$ cat src/rtl/dma_seq_pkg.sv
// Shared definitions for the DMA transfer sequencer: sequencer states and
// default widths that match the downstream address generator.
package dma_seq_pkg;

    localparam int ADDR_WIDTH_DEF = 16;
    localparam int LEN_WIDTH_DEF  = 12;
    localparam int PASS_WIDTH_DEF = 4;

    typedef enum logic [2:0] {
        ST_IDLE   = 3'd0,
        ST_ARM    = 3'd1,
        ST_STREAM = 3'd2,
        ST_GAP    = 3'd3,
        ST_FINISH = 3'd4
    } seq_state_t;

endpackage

$ cat src/rtl/dma_transfer_sequencer_counter.sv
// Saturating up-counter with synchronous clear. o_terminal flags that the
// next increment would reach i_limit, so the caller can act on the final
// beat/pass before the count moves; the count never runs past i_limit.
module xfer_beat_counter #(
    parameter int WIDTH = 12
) (
    input  logic             core_clk,
    input  logic             reset,
    input  logic             i_clear,
    input  logic             i_enable,
    input  logic [WIDTH-1:0] i_limit,
    output logic             o_terminal
);

    logic [WIDTH-1:0] r_count;
    logic [WIDTH:0]   w_count_plus_one;

    assign w_count_plus_one = {1'b0, r_count} + {{WIDTH{1'b0}}, 1'b1};
    assign o_terminal       = (w_count_plus_one == {1'b0, i_limit});

    // Count enabled events; clear wins, and the count holds once at the limit.
    always_ff @(posedge core_clk or posedge reset) begin
        if (reset) begin
            r_count <= {WIDTH{1'b0}};
        end else if (i_clear) begin
            r_count <= {WIDTH{1'b0}};
        end else if (i_enable && (r_count != i_limit)) begin
            r_count <= w_count_plus_one[WIDTH-1:0];
        end else begin
            r_count <= r_count;
        end
    end

endmodule

$ cat src/rtl/dma_transfer_sequencer.sv
// Command-driven sequencer feeding the address generator. Accepts one
// transfer command, paces data beats through valid/ready, replays the region
// for multiple passes (one increment-low GAP cycle between passes acts as the
// generator's rewind event) and pulses done on completion.
module dma_transfer_sequencer
    import dma_seq_pkg::*;
#(
    parameter int ADDR_WIDTH = ADDR_WIDTH_DEF,
    parameter int LEN_WIDTH  = LEN_WIDTH_DEF,
    parameter int PASS_WIDTH = PASS_WIDTH_DEF
) (
    input  logic                  core_clk,
    input  logic                  reset,
    input  logic                  cmd_valid,
    output logic                  cmd_ready,
    input  logic [ADDR_WIDTH-1:0] cmd_base_addr,
    input  logic [LEN_WIDTH-1:0]  cmd_len,
    input  logic [PASS_WIDTH-1:0] cmd_passes,
    input  logic                  cmd_back_path,
    input  logic                  beat_valid,
    output logic                  beat_ready,
    input  logic                  abort,
    output logic                  agen_enable,
    output logic                  agen_transfer,
    output logic                  agen_increment,
    output logic [ADDR_WIDTH-1:0] agen_base_address,
    output logic                  agen_direct_back_path,
    output logic                  busy,
    output logic                  done,
    output logic                  aborted
);

    seq_state_t            r_state;
    logic [ADDR_WIDTH-1:0] r_base;
    logic [LEN_WIDTH-1:0]  r_len;
    logic [PASS_WIDTH-1:0] r_passes;
    logic                  r_back_path;
    logic                  r_aborted;

    logic                  w_accept;
    logic                  w_beat_last;
    logic                  w_pass_last;
    logic                  w_beat_clear;
    logic                  w_pass_en;
    logic [PASS_WIDTH-1:0] w_passes_eff;

    // Beat path is combinational so a beat can be taken every STREAM cycle.
    assign beat_ready     = (r_state == ST_STREAM) && !abort;
    assign agen_increment = beat_ready && beat_valid;

    assign cmd_ready      = (r_state == ST_IDLE) && !reset;
    assign busy           = (r_state != ST_IDLE);
    assign done           = (r_state == ST_FINISH);
    assign aborted        = r_aborted;
    assign agen_enable    = (r_state == ST_ARM) || (r_state == ST_STREAM) || (r_state == ST_GAP);
    assign agen_transfer  = agen_enable;

    assign agen_base_address     = r_base;
    assign agen_direct_back_path = r_back_path;

    assign w_accept     = (r_state == ST_IDLE) && cmd_valid;
    assign w_beat_clear = w_accept || (r_state == ST_GAP);
    assign w_pass_en    = (r_state == ST_GAP);

    // Effective pass count: write-back is always one pass, and zero means one.
    always_comb begin
        w_passes_eff = cmd_passes;
        if (cmd_back_path) begin
            w_passes_eff = {{(PASS_WIDTH-1){1'b0}}, 1'b1};
        end else if (cmd_passes == {PASS_WIDTH{1'b0}}) begin
            w_passes_eff = {{(PASS_WIDTH-1){1'b0}}, 1'b1};
        end else begin
            w_passes_eff = cmd_passes;
        end
    end

    xfer_beat_counter #(.WIDTH(LEN_WIDTH)) u_beat_cnt (
        .core_clk   (core_clk),
        .reset      (reset),
        .i_clear    (w_beat_clear),
        .i_enable   (agen_increment),
        .i_limit    (r_len),
        .o_terminal (w_beat_last)
    );

    xfer_beat_counter #(.WIDTH(PASS_WIDTH)) u_pass_cnt (
        .core_clk   (core_clk),
        .reset      (reset),
        .i_clear    (w_accept),
        .i_enable   (w_pass_en),
        .i_limit    (r_passes),
        .o_terminal (w_pass_last)
    );

    // Sequencer FSM: command latch, state transitions and the abort flag.
    always_ff @(posedge core_clk or posedge reset) begin
        if (reset) begin
            r_state     <= ST_IDLE;
            r_base      <= {ADDR_WIDTH{1'b0}};
            r_len       <= {LEN_WIDTH{1'b0}};
            r_passes    <= {PASS_WIDTH{1'b0}};
            r_back_path <= 1'b0;
            r_aborted   <= 1'b0;
        end else begin
            case (r_state)
                ST_IDLE: begin
                    r_aborted <= 1'b0;
                    if (cmd_valid) begin
                        r_base      <= cmd_base_addr;
                        r_len       <= cmd_len;
                        r_passes    <= w_passes_eff;
                        r_back_path <= cmd_back_path;
                        if (cmd_len == {LEN_WIDTH{1'b0}}) begin
                            r_state <= ST_FINISH;
                        end else begin
                            r_state <= ST_ARM;
                        end
                    end else begin
                        r_state <= ST_IDLE;
                    end
                end
                ST_ARM: begin
                    if (abort) begin
                        r_state   <= ST_FINISH;
                        r_aborted <= 1'b1;
                    end else begin
                        r_state <= ST_STREAM;
                    end
                end
                ST_STREAM: begin
                    if (abort) begin
                        r_state   <= ST_FINISH;
                        r_aborted <= 1'b1;
                    end else if (agen_increment && w_beat_last) begin
                        if (w_pass_last) begin
                            r_state <= ST_FINISH;
                        end else begin
                            r_state <= ST_GAP;
                        end
                    end else begin
                        r_state <= ST_STREAM;
                    end
                end
                ST_GAP: begin
                    if (abort) begin
                        r_state   <= ST_FINISH;
                        r_aborted <= 1'b1;
                    end else begin
                        r_state <= ST_STREAM;
                    end
                end
                ST_FINISH: begin
                    r_state   <= ST_IDLE;
                    r_aborted <= 1'b0;
                end
                default: begin
                    r_state   <= ST_IDLE;
                    r_aborted <= 1'b0;
                end
            endcase
        end
    end

endmodule

$ cat config.mk
export PLATFORM = sky130hd
export DESIGN_NAME = dma_transfer_sequencer
export DESIGN_NICKNAME = d
export VERILOG_FILES = /design/src/rtl/dma_seq_pkg.sv /design/src/rtl/dma_transfer_sequencer_counter.sv /design/src/rtl/dma_transfer_sequencer.sv
export SDC_FILE = /design/constraint.sdc
export NUM_CORES = 1
export LEC_CHECK = 0
export ABC_AREA = 1
export CAP_MARGIN = 15
export CORE_MARGIN = 2
export CORE_UTILIZATION = 33
export DETAILED_ROUTE_END_ITERATION = 8
export PLACE_DENSITY_LB_ADDON = 0.2
export SETUP_SLACK_MARGIN = 0.4
export SLEW_MARGIN = 30
export SYNTH_ARGS = -nofsm -noshare
export SYNTH_HDL_FRONTEND = slang
export SYNTH_SLANG_ARGS = --single-unit
$ cat constraint.sdc
create_clock -name core_clk -period 2.1 [get_ports core_clk]
set_clock_uncertainty 0.1 [all_clocks]
set_input_delay 0.315 -clock core_clk [delete_from_list [all_inputs] [get_ports core_clk]]
set_output_delay 0.315 -clock core_clk [all_outputs]
set_load 0.005 [all_outputs]
# Yosys cells after proc, flatten, opt, wreduce, memory -nomap -nowiden
# Index checks and enable logic that the tools add are counted.
totals:
  register_bits: 53
  elab_cells: 55
op_classes:
  n_addsub: 2
  n_eq_ne: 9
  n_reduce_logical: 21
  muxes: 15
op_table:
  columns: ["cell", "count"]
  rows:
  - ["two-way mux 12 bit", 2]
  - ["two-way mux 3 bit", 6]
  - ["two-way mux 4 bit", 4]
  - ["adder 12 x 1 -> 13 bit, second input constant", 1]
  - ["equality test 13 x 12 -> 1 bit", 1]
  - ["logical NOT 12 bit", 1]
  - ["inequality test 12 bit", 1]
  - ["one-hot mux 3 bit (3 select lines)", 1]
  - ["logical AND 1 bit", 7]
  - ["equality test 3 x 2 -> 1 bit, second input constant", 2]
  - ["adder 4 x 1 -> 5 bit, second input constant", 1]
  - ["equality test 5 x 4 -> 1 bit", 1]
  - ["logical NOT 4 bit", 1]
  - ["inequality test 4 bit", 1]
  - ["nonzero test 2 bit", 2]
  - ["equality test 3 x 1 -> 1 bit, second input constant", 1]
  - ["equality test 3 bit, second input constant", 1]
  - ["logical NOT 3 bit", 1]
  - ["logical OR 1 bit", 3]
  - ["nonzero test 3 bit", 1]
  - ["OR reduction 3 bit", 1]
  - ["logical NOT 1 bit", 2]
  - ["two-way mux 1 bit", 2]
  - ["inequality test 2 x 1 -> 1 bit, second input constant", 1]
  - ["other kinds (2)", 2]

# Longest topological paths before layout
# Gate-level depths: netlist of run 1.
logic_depth:
  ltp_word: 7
  ltp_mapped: 13
  mapped_depth_nobuf: 13

# Modules after synthesis
# Synthesis of run 1 repeated with hierarchy kept, for this count alone.
hier_totals:
  hier_cells: 439
  hier_area_um2: 3235.6
by_module_without_submodules:
  columns: ["module", "cells_per_inst", "n_inst", "seq_area_each_um2", "area_each_um2"]
  rows:
  - ["dma_transfer_sequencer", 181, 1, 925.9, 1600.3]
  - ["xfer_beat_counter (u_beat_cnt)", 204, 1, 300.3, 1251.2]
  - ["xfer_beat_counter (u_pass_cnt)", 54, 1, 100.1, 384.1]

# Worst setup path before layout of run 1
# Ideal clock, no wire load.
synth_path:
  path_kind: "register to register"
  start: "register u_beat_cnt.r_count[1]"
  end: "register r_state[1]"
  stages_incl_launch_ff: 11
  path_slack_ps: 393
  setup_ps: 117
  t_arrival_ps: 1490
  cell_sequence: "dfrtp_1 > ha_1 > nand3_1 > nor2_2 > nand2_1 > nand2_1 > nand3_1 > nor2_1 > nand4_1 > nand3_1 > nand2_1"
synth_between:
  elab_chain_len: 6
synth_rtl:
  columns: ["item", "line", "source"]
  rows:
  - ["start: declaration", "dma_transfer_sequencer_counter.sv:15", "logic [WIDTH-1:0] r_count;"]
  - ["start signal: assignment", "dma_transfer_sequencer_counter.sv:24", "r_count <= {WIDTH{1'b0}};"]
  - ["start signal: assignment", "dma_transfer_sequencer_counter.sv:26", "r_count <= {WIDTH{1'b0}};"]
  - ["start signal: assignment", "dma_transfer_sequencer_counter.sv:28", "r_count <= w_count_plus_one[WIDTH-1:0];"]
  - ["adder 12 x 1 -> 13 bit", "dma_transfer_sequencer_counter.sv:18", "assign w_count_plus_one = {1'b0, r_count} + {{WIDTH{1'b0}}, 1'b1};"]
  - ["equality test 13 x 12 -> 1 bit", "dma_transfer_sequencer_counter.sv:19", "assign o_terminal = (w_count_plus_one == {1'b0, i_limit});"]
  - ["logical AND 1 bit", "dma_transfer_sequencer.sv:134", "end else if (agen_increment && w_beat_last) begin"]
  - ["two-way mux 3 bit", "dma_transfer_sequencer.sv:134", null]
  - ["two-way mux 3 bit", "dma_transfer_sequencer.sv:131", "if (abort) begin"]
  - ["one-hot mux 3 bit (3 select lines)", "dma_transfer_sequencer.sv:105", "case (r_state)"]
  - ["end signal: assignment", "dma_transfer_sequencer.sv:132", "r_state <= ST_FINISH;"]
  - ["end signal: assignment", "dma_transfer_sequencer.sv:136", "r_state <= ST_FINISH;"]
  - ["end signal: assignment", "dma_transfer_sequencer.sv:138", "r_state <= ST_GAP;"]
  - ["end: declaration", "dma_transfer_sequencer.sv:33", "seq_state_t r_state;"]
# No other way between the ends.
# A chain may end at the register's enable or synchronous reset.

# Worst setup path in the final report of run 1
layout_path:
  start: "register u_beat_cnt.r_count[0]"
  end: "register r_state[1]"
# The elaborated chain is that of the path after synthesis.

==> run_results.csv, run 1 <==
group,metric,value,unit
floorplan,dieHeight,99.49,µm
cells_and_area,fill_cells,842,
place,numPortBuffers,62,
logic_synthesis,synthArstFlopShare,1.000,
pwr,power.density,1017,mW/mm²
cells_and_area,multiInputGateArea,0.001664,mm²
critical_path,crit_fanout,6,
critical_path,reg2reg_depth,11,
logic_synthesis,synth_area_leaders,"dfrtp_1 (44%), nand2_1 (22%), nand3_1 (6.2%), inv_1 (5.1%), o21ai_0 (3.0%)",
floorplan,fp.coreArea,0.008763,mm²
critical_path,cp-end-kind,"flop",
cells_and_area,final-seq-area,0.001334,mm²
route,wire_per_inst,13.87,µm
logic_synthesis,synth_area_per_cell,7.286,µm²
critical_path,critPathKind,"flop to flop",
clocking,clk_latency,0.31,ns
critical_path,crit_path_start,"u_beat_cnt.r_count[0]$_DFFE_PP0P_",
critical_path,worstReg2RegStart,"u_beat_cnt.r_count[0]$_DFFE_PP0P_",
logic_synthesis,yosys-top-cells-count,"nand2_1 (174), dfrtp_1 (53), inv_1 (41)",
clocking,cts_buffers,5,
global_routing,grt_pass1_vias,3014,
logic_synthesis,synth_cells,413,
route,postRouteAntennaNets,0,
cells_and_area,nets,557,
logic_synthesis,synth_nets,453,
place,post-place-cells,589,
logic_synthesis,ys_seq_elements,53,
clocking,cts_tree,"done",
timing,finalSetupTns,0,ns
route,dr.pass1.iters,4,
route,viasPerCell,4.853,
logic_synthesis,netlist_area,0.003009,mm²
global_routing,grt_pass1_wl,14.26,mm
global_routing,antenna_found_initial,0,
clocking,clk_pin_slew,0.10,ns
timing,maxSlewHeadroom,0.6806,
logic_synthesis,yosysMostFrequentCell,"nand2_1",
global_routing,grt-ovfl-total,0,
logic_synthesis,synth_edf_count,0,
timing,slew_violations,0,
timing,layout_min_cycle_time,1.786,ns
logic_synthesis,ys_types,31,
timing,finalSetupViolCount,0,
route,vias,3038,
clocking,htreeDepth,2,
min_path,hp-class,"primary input to asynchronous set/reset pin",
floorplan,io_pins,63,
logic_synthesis,ys.flop_type,"dfrtp_1",
floorplan,die_x,99.49,µm
critical_path,cp_common_cell,"nand3_1",
critical_path,cp_slowest_cell,"dfrtp_1",
cells_and_area,diodes,0,
clocking,clock-sinks,53,
clocking,clock_path_buffers,2,
timing,period_share,0.8507,
logic_synthesis,yosysTopAreaCell,"dfrtp_1",
timing,worst_pin_slew,0.4747,ns
cells_and_area,drive_gt1_frac,0.2432,
logic_synthesis,yosysWarnings,0,
timing,timing.fmax,0.5598,GHz
floorplan,initial_core_util,0.3434,
place,dp_hpwl,6.024,mm
floorplan,die_area,0.009898,mm²
global_routing,grt.total_usage,0.1769,
floorplan,core.rowCount,34,
place,place_congestion,0.9138,
cells_and_area,area_growth,48.69,%
clocking,cts_root_buffer,"clkbuf_8",
route,route.detailed.drc,0,
timing,rsz0062_at_grt,"yes",
pwr,ir_drop,0.0005707,V
flow_run,cap_viol_max_count,0,
timing,final_hold_viol_count,0,
logic_synthesis,yosys.area.top_type_share,0.4407,
critical_path,slowest_delay,0.42,ns
global_routing,grt_max_degree,31,
route,wl,8.681,mm
pwr,p_leak,2.182,nW
critical_path,cp.required,2.21,ns
logic_synthesis,synth.yosys.seq_area_share,0.4407,
cells_and_area,final_core_util,0.5106,
critical_path,critPathArrivalTime,1.90,ns
route,drtIter0Drc,152,
cells_and_area,stdcell_count,626,
critical_path,startpoint_type,"flop",
critical_path,worstPathCellList,"ha_4 > buf_6 > nand3_1 > nand2_1 > nand2_2 > nand2_2 > nand3_1 > nor2_2 > nand4_1 > nand3_1 > nand2_1",
run_status,status,"finished, final reports clean",
-- metrics by stage --
step / area [µm²] / total power, W / hold WS [ns] / worst slack [ns]
final: 4474 / 0.004549 / 0.2347 / 0.3135
after global placement: 3859 / 0.003412 / 0.3615 / 0.05598
after global routing: 4474 / 0.004926 / 0.2570 / 0.1293
after floorplan: 3015 / 0.002616 / 0.2764 / 0.4219
after detailed placement: 3859 / 0.003441 / 0.3636 / 0.04412
after CTS: 4247 / 0.004290 / 0.2099 / 0.2804
-- registers in the layout, summed over array words and instances, names as in the netlist --
register               count
r_passes                   4
u_beat_cnt.r_count        12
aborted                    1
r_len                     12
agen_direct_back_path      1
r_state                    3
u_pass_cnt.r_count         4
agen_base_address         16
-- worst paths after layout --
check                                                     to  slack, ns
hold reg to reg            agen_base_address[12]$_DFFE_PP0P_       0.39
hold / removal             agen_direct_back_path$_DFFE_PP0P_       0.23
setup reg to reg                        r_state[1]$_DFF_PP0_       0.31
setup / recovery                        r_state[1]$_DFF_PP0_       0.31
min in group core_clk      agen_base_address[12]$_DFFE_PP0P_       0.39
max in group asynchronous   agen_base_address[3]$_DFFE_PP0P_       1.20
-- cell usage in the layout (no fill, tap or decap), types with 2 or more instances in the layout --
| master | n |
|---|---|
| nand2_1 | 168 |
| clkdlybuf4s50_1 | 55 |
| dfrtp_1 | 47 |
| inv_1 | 32 |
| buf_4 | 29 |
| nand3_1 | 22 |
| o21ai_0 | 17 |
| nand3_2 | 14 |
| nand4_1 | 12 |
| nor2_1 | 12 |
| buf_6 | 12 |
| nor2_4 | 8 |
| inv_2 | 8 |
| xor2_1 | 8 |
| nand2_2 | 7 |
| dfrtp_2 | 6 |
| xnor2_1 | 5 |
| clkbuf_8 | 5 |
| clkinvlp_4 | 4 |
| clkbuf_2 | 4 |
| o22ai_1 | 3 |
| nor2_2 | 3 |
| nor4_1 | 3 |
| buf_12 | 3 |
| nor3_1 | 2 |
| inv_6 | 2 |
| nand3_4 | 2 |
| nand2_4 | 2 |
| or2_2 | 2 |
| clkbuf_16 | 2 |
| buf_2 | 2 |
-- power breakdown --
group / internal (W) / total (W) / leakage (nW) / switching [W]
clock: 0.000238 / 0.000607 / 0.0445 / 0.000369
combinational: 0.00117 / 0.00233 / 1.46 / 0.00116
sequential: 0.00136 / 0.00162 / 0.674 / 0.000252
total: 0.00277 / 0.00455 / 2.18 / 0.00178
-- worst max-delay path, delay by kind of cell, from the launching register on --
kind          cells  cell delay [ns]
fa+ha+maj         1             0.17
buf+inv           1             0.12
flops             1             0.42
simple gates      9             0.87
-- layer usage --
layer / vias to the layer above / track usage / share of wire
li1: 1513 / - / -
met1: 1431 / 0.2237 / 0.42
met2: 80 / 0.3041 / 0.50
met3: 14 / 0.04568 / 0.060
met4: 0 / 0.04110 / 0.019
met5: - / 0 / 0
-- what timing repair did --
action                                 4_1_cts  5_1_grt
setup endpoints to repair                   22       54
setup buffers                               16       10
pin swaps                                   19       25
hold buffers                                 0        0
gates cloned                                 1        2
endpoints found under the hold margin        0        0
gates resized for setup                     61       43
-- cell families after synthesis --
family,Yosys count,share of synthesized area
mux,1,0.003327
fa+ha+maj,2,0.008315
flops,53,0.4407
buf+inv,56,0.07609
compound gates,24,0.04283
simple gates,262,0.3850
xor+xnor,15,0.04366
-- area by class of cell --
class / instances / share of cell area
inverter: 43 / 0.03887
multi-input combinational: 304 / 0.3719
clock inverter: 3 / 0.004754
clock buffer: 5 / 0.01538
tap: 108 / 0.03020
timing repair buffer: 109 / 0.2391
timing repair inverter: 1 / 0.001678
sequential: 53 / 0.2981
(Power assumes the default switching activity.)
==> run 2: changes to the inputs <==
Settings changed: GPL_TIMING_DRIVEN set to 0.
==> run 2 against run 1 <==
Against the previous run:
- largest power group unchanged
- cell area down 4.5%
- register-to-register slack worse by 0.11 ns
- critical path type is now flop to output pin
- first-iteration DRC count down 43%
- sequential power about the same
- non-clock buffer count down 12
- highest routed layer unchanged
- critical endpoint is now agen_transfer
- utilization down 2.3 points
==> run_results.csv, run 2 (synthesized netlist as in run 1, its figures left out) <==
group,metric,value,unit
pwr,ir_drop,0.0005452,V
min_path,hp-class,"primary input to asynchronous set/reset pin",
route,vias,2951,
cells_and_area,diodes,0,
timing,timing.fmax,0.5242,GHz
clocking,cts_tree,"done",
route,wl,8.267,mm
cells_and_area,drive_gt1_frac,0.1822,
global_routing,grt_max_degree,25,
pwr,p_leak,2.119,nW
clocking,clock_path_buffers,2,
critical_path,reg2reg_depth,13,
timing,slew_violations,0,
pwr,power,0.004528,W
cells_and_area,final_common_cell,"nand2_1",
place,numPortBuffers,62,
critical_path,cp.required,1.68,ns
timing,rsz0062_at_grt,"yes",
floorplan,initial_core_util,0.3434,
critical_path,critPathArrivalTime,1.49,ns
cells_and_area,final_core_util,0.4876,
route,wire_per_inst,13.49,µm
global_routing,antenna_found_initial,0,
timing,worst_pin_slew,0.4249,ns
route,dr.pass1.iters,5,
cells_and_area,finalInstanceArea,0.004273,mm²
timing,whs,0.2372,ns
floorplan,die_area,0.009898,mm²
floorplan,fp.coreArea,0.008763,mm²
clocking,clk_latency,0.31,ns
cells_and_area,area_growth,42.00,%
cells_and_area,layout_common_cells,"nand2_1 (168), clkdlybuf4s50_1 (55), dfrtp_1 (49), inv_1 (34), nand3_1 (34)",
route,postRouteAntennaNets,0,
global_routing,grt_pass1_wl,13.66,mm
cells_and_area,stdcell_count,613,
route,viasPerCell,4.814,
place,place_congestion,0.8513,
critical_path,startpoint_type,"flop",
place,placed_cell_area,0.003819,mm²
pwr,power.density,1060,mW/mm²
critical_path,cp-end-kind,"output pin",
timing,final_hold_viol_count,0,
critical_path,critPathKind,"flop to output pin",
timing,maxSlewHeadroom,0.7141,
place,post-place-cells,585,
run_status,status,"finished, final reports clean",
floorplan,die_x,99.49,µm
clocking,clk_pin_slew,0.10,ns
timing,layout_min_cycle_time,1.908,ns
cells_and_area,nets,544,
cells_and_area,largest_reg_flops,16,
clocking,cts_root_buffer,"clkbuf_8",
global_routing,grt-ovfl-total,0,
flow_run,cap_viol_max_count,0,
clocking,htreeDepth,2,
route,drtIter0Drc,87,
timing,finalSetupViolCount,0,
clocking,cts_buffers,5,
critical_path,crit_fanout,3,
route,route.detailed.drc,0,
critical_path,regToRegSetupSlack,0.20,ns
floorplan,dieHeight,99.49,µm
global_routing,grt.total_usage,0.1695,
floorplan,io_pins,63,
floorplan,core.rowCount,34,
global_routing,grt_pass1_vias,2861,
timing,period_share,0.9085,
place,dp_hpwl,5.964,mm
clocking,clock-sinks,53,
clocking,hold_buffers,0,
[run 2: power breakdown]
group	internal, W	switching, W
Clock	0.000474	0.000362
Combinational	0.00101	0.00107
Sequential	0.00137	0.000251
Total	0.00285	0.00168
[run 2: final timing paths]
path | start | end
worst max-delay path | r_state[1]$_DFF_PP0_ | agen_transfer
max in group asynchronous | reset | u_beat_cnt.r_count[8]$_DFFE_PP0P_
min in group core_clk | agen_base_address[11]$_DFFE_PP0P_ | agen_base_address[11]$_DFFE_PP0P_
worst max register to register | r_state[2]$_DFF_PP0_ | r_state[2]$_DFF_PP0_
worst min register to register | agen_base_address[11]$_DFFE_PP0P_ | agen_base_address[11]$_DFFE_PP0P_
worst min-delay path | reset | agen_base_address[13]$_DFFE_PP0P_
[run 2: timing repair]
action,4_1_cts,5_1_grt
setup buffers,15,4
endpoints found under the setup margin,52,36
gates cloned,1,0
pin swaps,13,19
resized for setup,55,34
[run 2: through the flow]
stage	setup TNS (ns)	worst slack [ns]
2_1_floorplan	0	0.4219
3_3_place_gp	-0.3542	-0.1610
3_5_place_dp	-0.4590	-0.1636
4_1_cts	0	0.2060
5_1_grt	0	0.07560
6_report	0	0.1922
[run 2: layer usage]
| metal | wire length [µm] | global-route usage | vias up |
|---|---|---|---|
| met5 | 0 | 0 | - |
| met4 | 154 | 0.04004 | 0 |
| met3 | 505 | 0.04216 | 14 |
| met2 | 3968 | 0.2968 | 82 |
| met1 | 3639 | 0.2103 | 1363 |
| li1 | - | - | 1492 |
[run 2: layout make-up]
cell class | count | area (µm²)
Inverter | 43 | 172.7
Sequential cell | 53 | 1331
Fill cell | 864 | 4491
Timing Repair Buffer | 84 | 855.8
Clock inverter | 3 | 65.06
Clock buffer | 5 | 68.82
Multi-Input combinational cell | 304 | 1563
Buffer | 13 | 81.33
Tap cell | 108 | 135.1
[run 2: critical path, stage by stage, from the launching register on]
cell and delay [ns]:
dfrtp_1 0.44, inv_2 0.09, nor2_4 0.04, buf_4 0.13, buf_6 0.11, nor2_4 0.11
inv_2 0.05, buf_6 0.10, buf_6 0.10
==> run 3: changes to the inputs <==
Settings changed: CORE_ASPECT_RATIO set to 1.5.
==> run 3 against run 2 <==
Against the previous run:
- sequential power barely moved
- clock power rose by 11%
- critical path depth grew 4
- highest routed layer unchanged
==> run_results.csv, run 3 (synthesized netlist as in run 1, its figures left out) <==
group,metric,value,unit
clocking,cts_root_buffer,"clkbuf_16",
floorplan,initial_core_util,0.3408,
place,numPortBuffers,62,
cells_and_area,final_common_cell,"nand2_1",
pwr,power.density,1070,mW/mm²
critical_path,critPathArrivalTime,1.96,ns
clocking,htreeDepth,2,
clocking,clock-sinks,53,
floorplan,io_pins,63,
route,wire_per_inst,13.64,µm
route,route.detailed.drc,0,
timing,layout_min_cycle_time,1.870,ns
cells_and_area,layout_common_cells,"nand2_1 (167), clkdlybuf4s50_1 (55), dfrtp_1 (48), inv_1 (32), nand3_1 (32)",
timing,rsz0062_at_grt,"yes",
global_routing,grt.total_usage,0.1835,
global_routing,grt-ovfl-total,0,
clocking,hold_buffers,0,
pwr,sequentialPowerShare,0.346,
place,place_congestion,0.8755,
critical_path,crit_fanout,3,
cells_and_area,diodes,0,
floorplan,die_x,81.97,µm
cells_and_area,fill_cells,893,
critical_path,slowest_delay,0.44,ns
route,dr.pass1.iters,4,
place,placed_cell_area,0.003821,mm²
floorplan,fp.coreArea,0.008828,mm²
timing,finalSetupViolCount,0,
pwr,p_leak,2.146,nW
cells_and_area,multiInputGateArea,0.001573,mm²
timing,slew_violations,0,
critical_path,cp_common_cell,"nand2_2",
cells_and_area,nets,552,
route,postRouteAntennaNets,0,
pwr,power,0.004673,W
critical_path,worstPathCellList,"ha_4 > inv_2 > nand2_2 > nand2_2 > nor2_1 > nand3_1 > nor2_2 > nand2_2 > nor2_4 > nand4_1 > nand3_1 > nand2_1",
place,dp_hpwl,6.175,mm
timing,period_share,0.8907,
timing,finalSetupTns,0,ns
cells_and_area,area_growth,45.11,%
critical_path,cp-end-kind,"flop",
route,viasPerCell,4.865,
clocking,clk_latency,0.29,ns
global_routing,grt_pass1_wl,14.09,mm
flow_run,cap_viol_max_count,0,
critical_path,worstReg2RegStart,"u_beat_cnt.r_count[0]$_DFFE_PP0P_",
clocking,cts_buffers,5,
min_path,hp-class,"primary input to asynchronous set/reset pin",
clocking,clk_pin_slew,0.07,ns
floorplan,dieHeight,121.0,µm
pwr,p_int,0.002979,W
route,wl,8.481,mm
route,drtIter0Drc,150,
run_status,status,"finished, final reports clean",
pwr,power_frac_clock,0.198,
critical_path,startpoint_type,"flop",
floorplan,core.rowCount,42,
cells_and_area,final-seq-area,0.001333,mm²
cells_and_area,largest_reg_flops,16,
global_routing,antenna_found_initial,0,
pwr,sw_frac_of_total,0.3626,
route,vias,3026,
clocking,cts_tree,"done",
cells_and_area,finalInstanceArea,0.004367,mm²
timing,maxSlewHeadroom,0.6150,
pwr,p_switching,0.001694,W
timing,worst_pin_slew,0.5722,ns
critical_path,cp.required,2.19,ns
critical_path,critPathKind,"flop to flop",
critical_path,crit_path_start,"u_beat_cnt.r_count[0]$_DFFE_PP0P_",
timing,final_hold_viol_count,0,
pwr,combPwrFrac,0.456,
global_routing,grt_pass1_vias,3020,
critical_path,crit_family,"simple AND/OR/NAND/NOR gates",
global_routing,grt_max_degree,28,
timing,timing.fmax,0.5346,GHz
floorplan,die_area,0.009914,mm²
pwr,ir_drop,0.0006143,V
cells_and_area,drive_gt1_frac,0.2031,
critical_path,path_buf_inv,1,
critical_path,cp_slowest_cell,"dfrtp_2",
cells_and_area,final_core_util,0.4946,
clocking,clock_path_buffers,2,
==> run 3: final cells by class <==
cell class,count,share of cell area
buffer,13,0.01805
clock buffer,5,0.02865
clock inverter,2,0.008023
inverter,43,0.03925
multi-input combinational,304,0.3602
sequential,53,0.3052
tap,110,0.03152
timing repair buffer,92,0.2092
==> run 3: worst paths after layout <==
check / to / slack [ns] / cells after the start
worst max-delay path: r_state[1]$_DFF_PP0_ / 0.23 / 12
worst min-delay path: r_state[1]$_DFF_PP0_ / 0.26 / 2
max in group asynchronous: agen_base_address[10]$_DFFE_PP0P_ / 1.05 / 4
min in group core_clk: agen_base_address[14]$_DFFE_PP0P_ / 0.38 / 2
worst min register to register: agen_base_address[14]$_DFFE_PP0P_ / 0.38 / 2
worst max register to register: r_state[1]$_DFF_PP0_ / 0.23 / 12
==> run 3: what timing repair did <==
action	in CTS	in global routing
endpoints found under the setup margin	52	39
pin swaps	15	15
gates resized for setup	55	30
gates cloned	1	0
buffers inserted	17	10
==> run 3: worst register-to-register path: stages, from the launching register on <==
cell,delay (ns)
dfrtp_2,0.44
ha_4,0.29
inv_2,0.03
nand2_2,0.05
nand2_2,0.05
nor2_1,0.10
nand3_1,0.10
nor2_2,0.13
nand2_2,0.09
nor2_4,0.12
nand4_1,0.11
nand3_1,0.10
nand2_1,0.05
==> run 3: routing by layer <==
layer  global-route usage  routed length [µm]  vias to the layer above
met5                    0                   0                        -
met4              0.08854                 306                        0
met3              0.02902                 347                       19
met2               0.3313                4537                      100
met1               0.2021                3289                     1402
li1                     -                   -                     1505
==> run 3: power groups by stage <==
| stage | Sequential, W | Clock [W] | Combinational [W] |
|---|---|---|---|
| after floorplan | 0.00160 | 0 | 0.00102 |
| after global placement | 0.00162 | 0 | 0.00178 |
| after detailed placement | 0.00163 | 0 | 0.00181 |
| after CTS | 0.00163 | 0.000956 | 0.00202 |
| after global routing | 0.00167 | 0.000976 | 0.00239 |
| final | 0.00162 | 0.000924 | 0.00213 |
==> run 3: through the flow <==
step                hold slack (ns)  cells  setup WS (ns)
global placement             0.3621    585        -0.1462
finish                       0.2577    622         0.2296
detailed placement           0.3645    587        -0.1473
CTS                          0.2428    612         0.2089
global route                 0.2873    622        0.06373
floorplan                    0.2764    413         0.4219
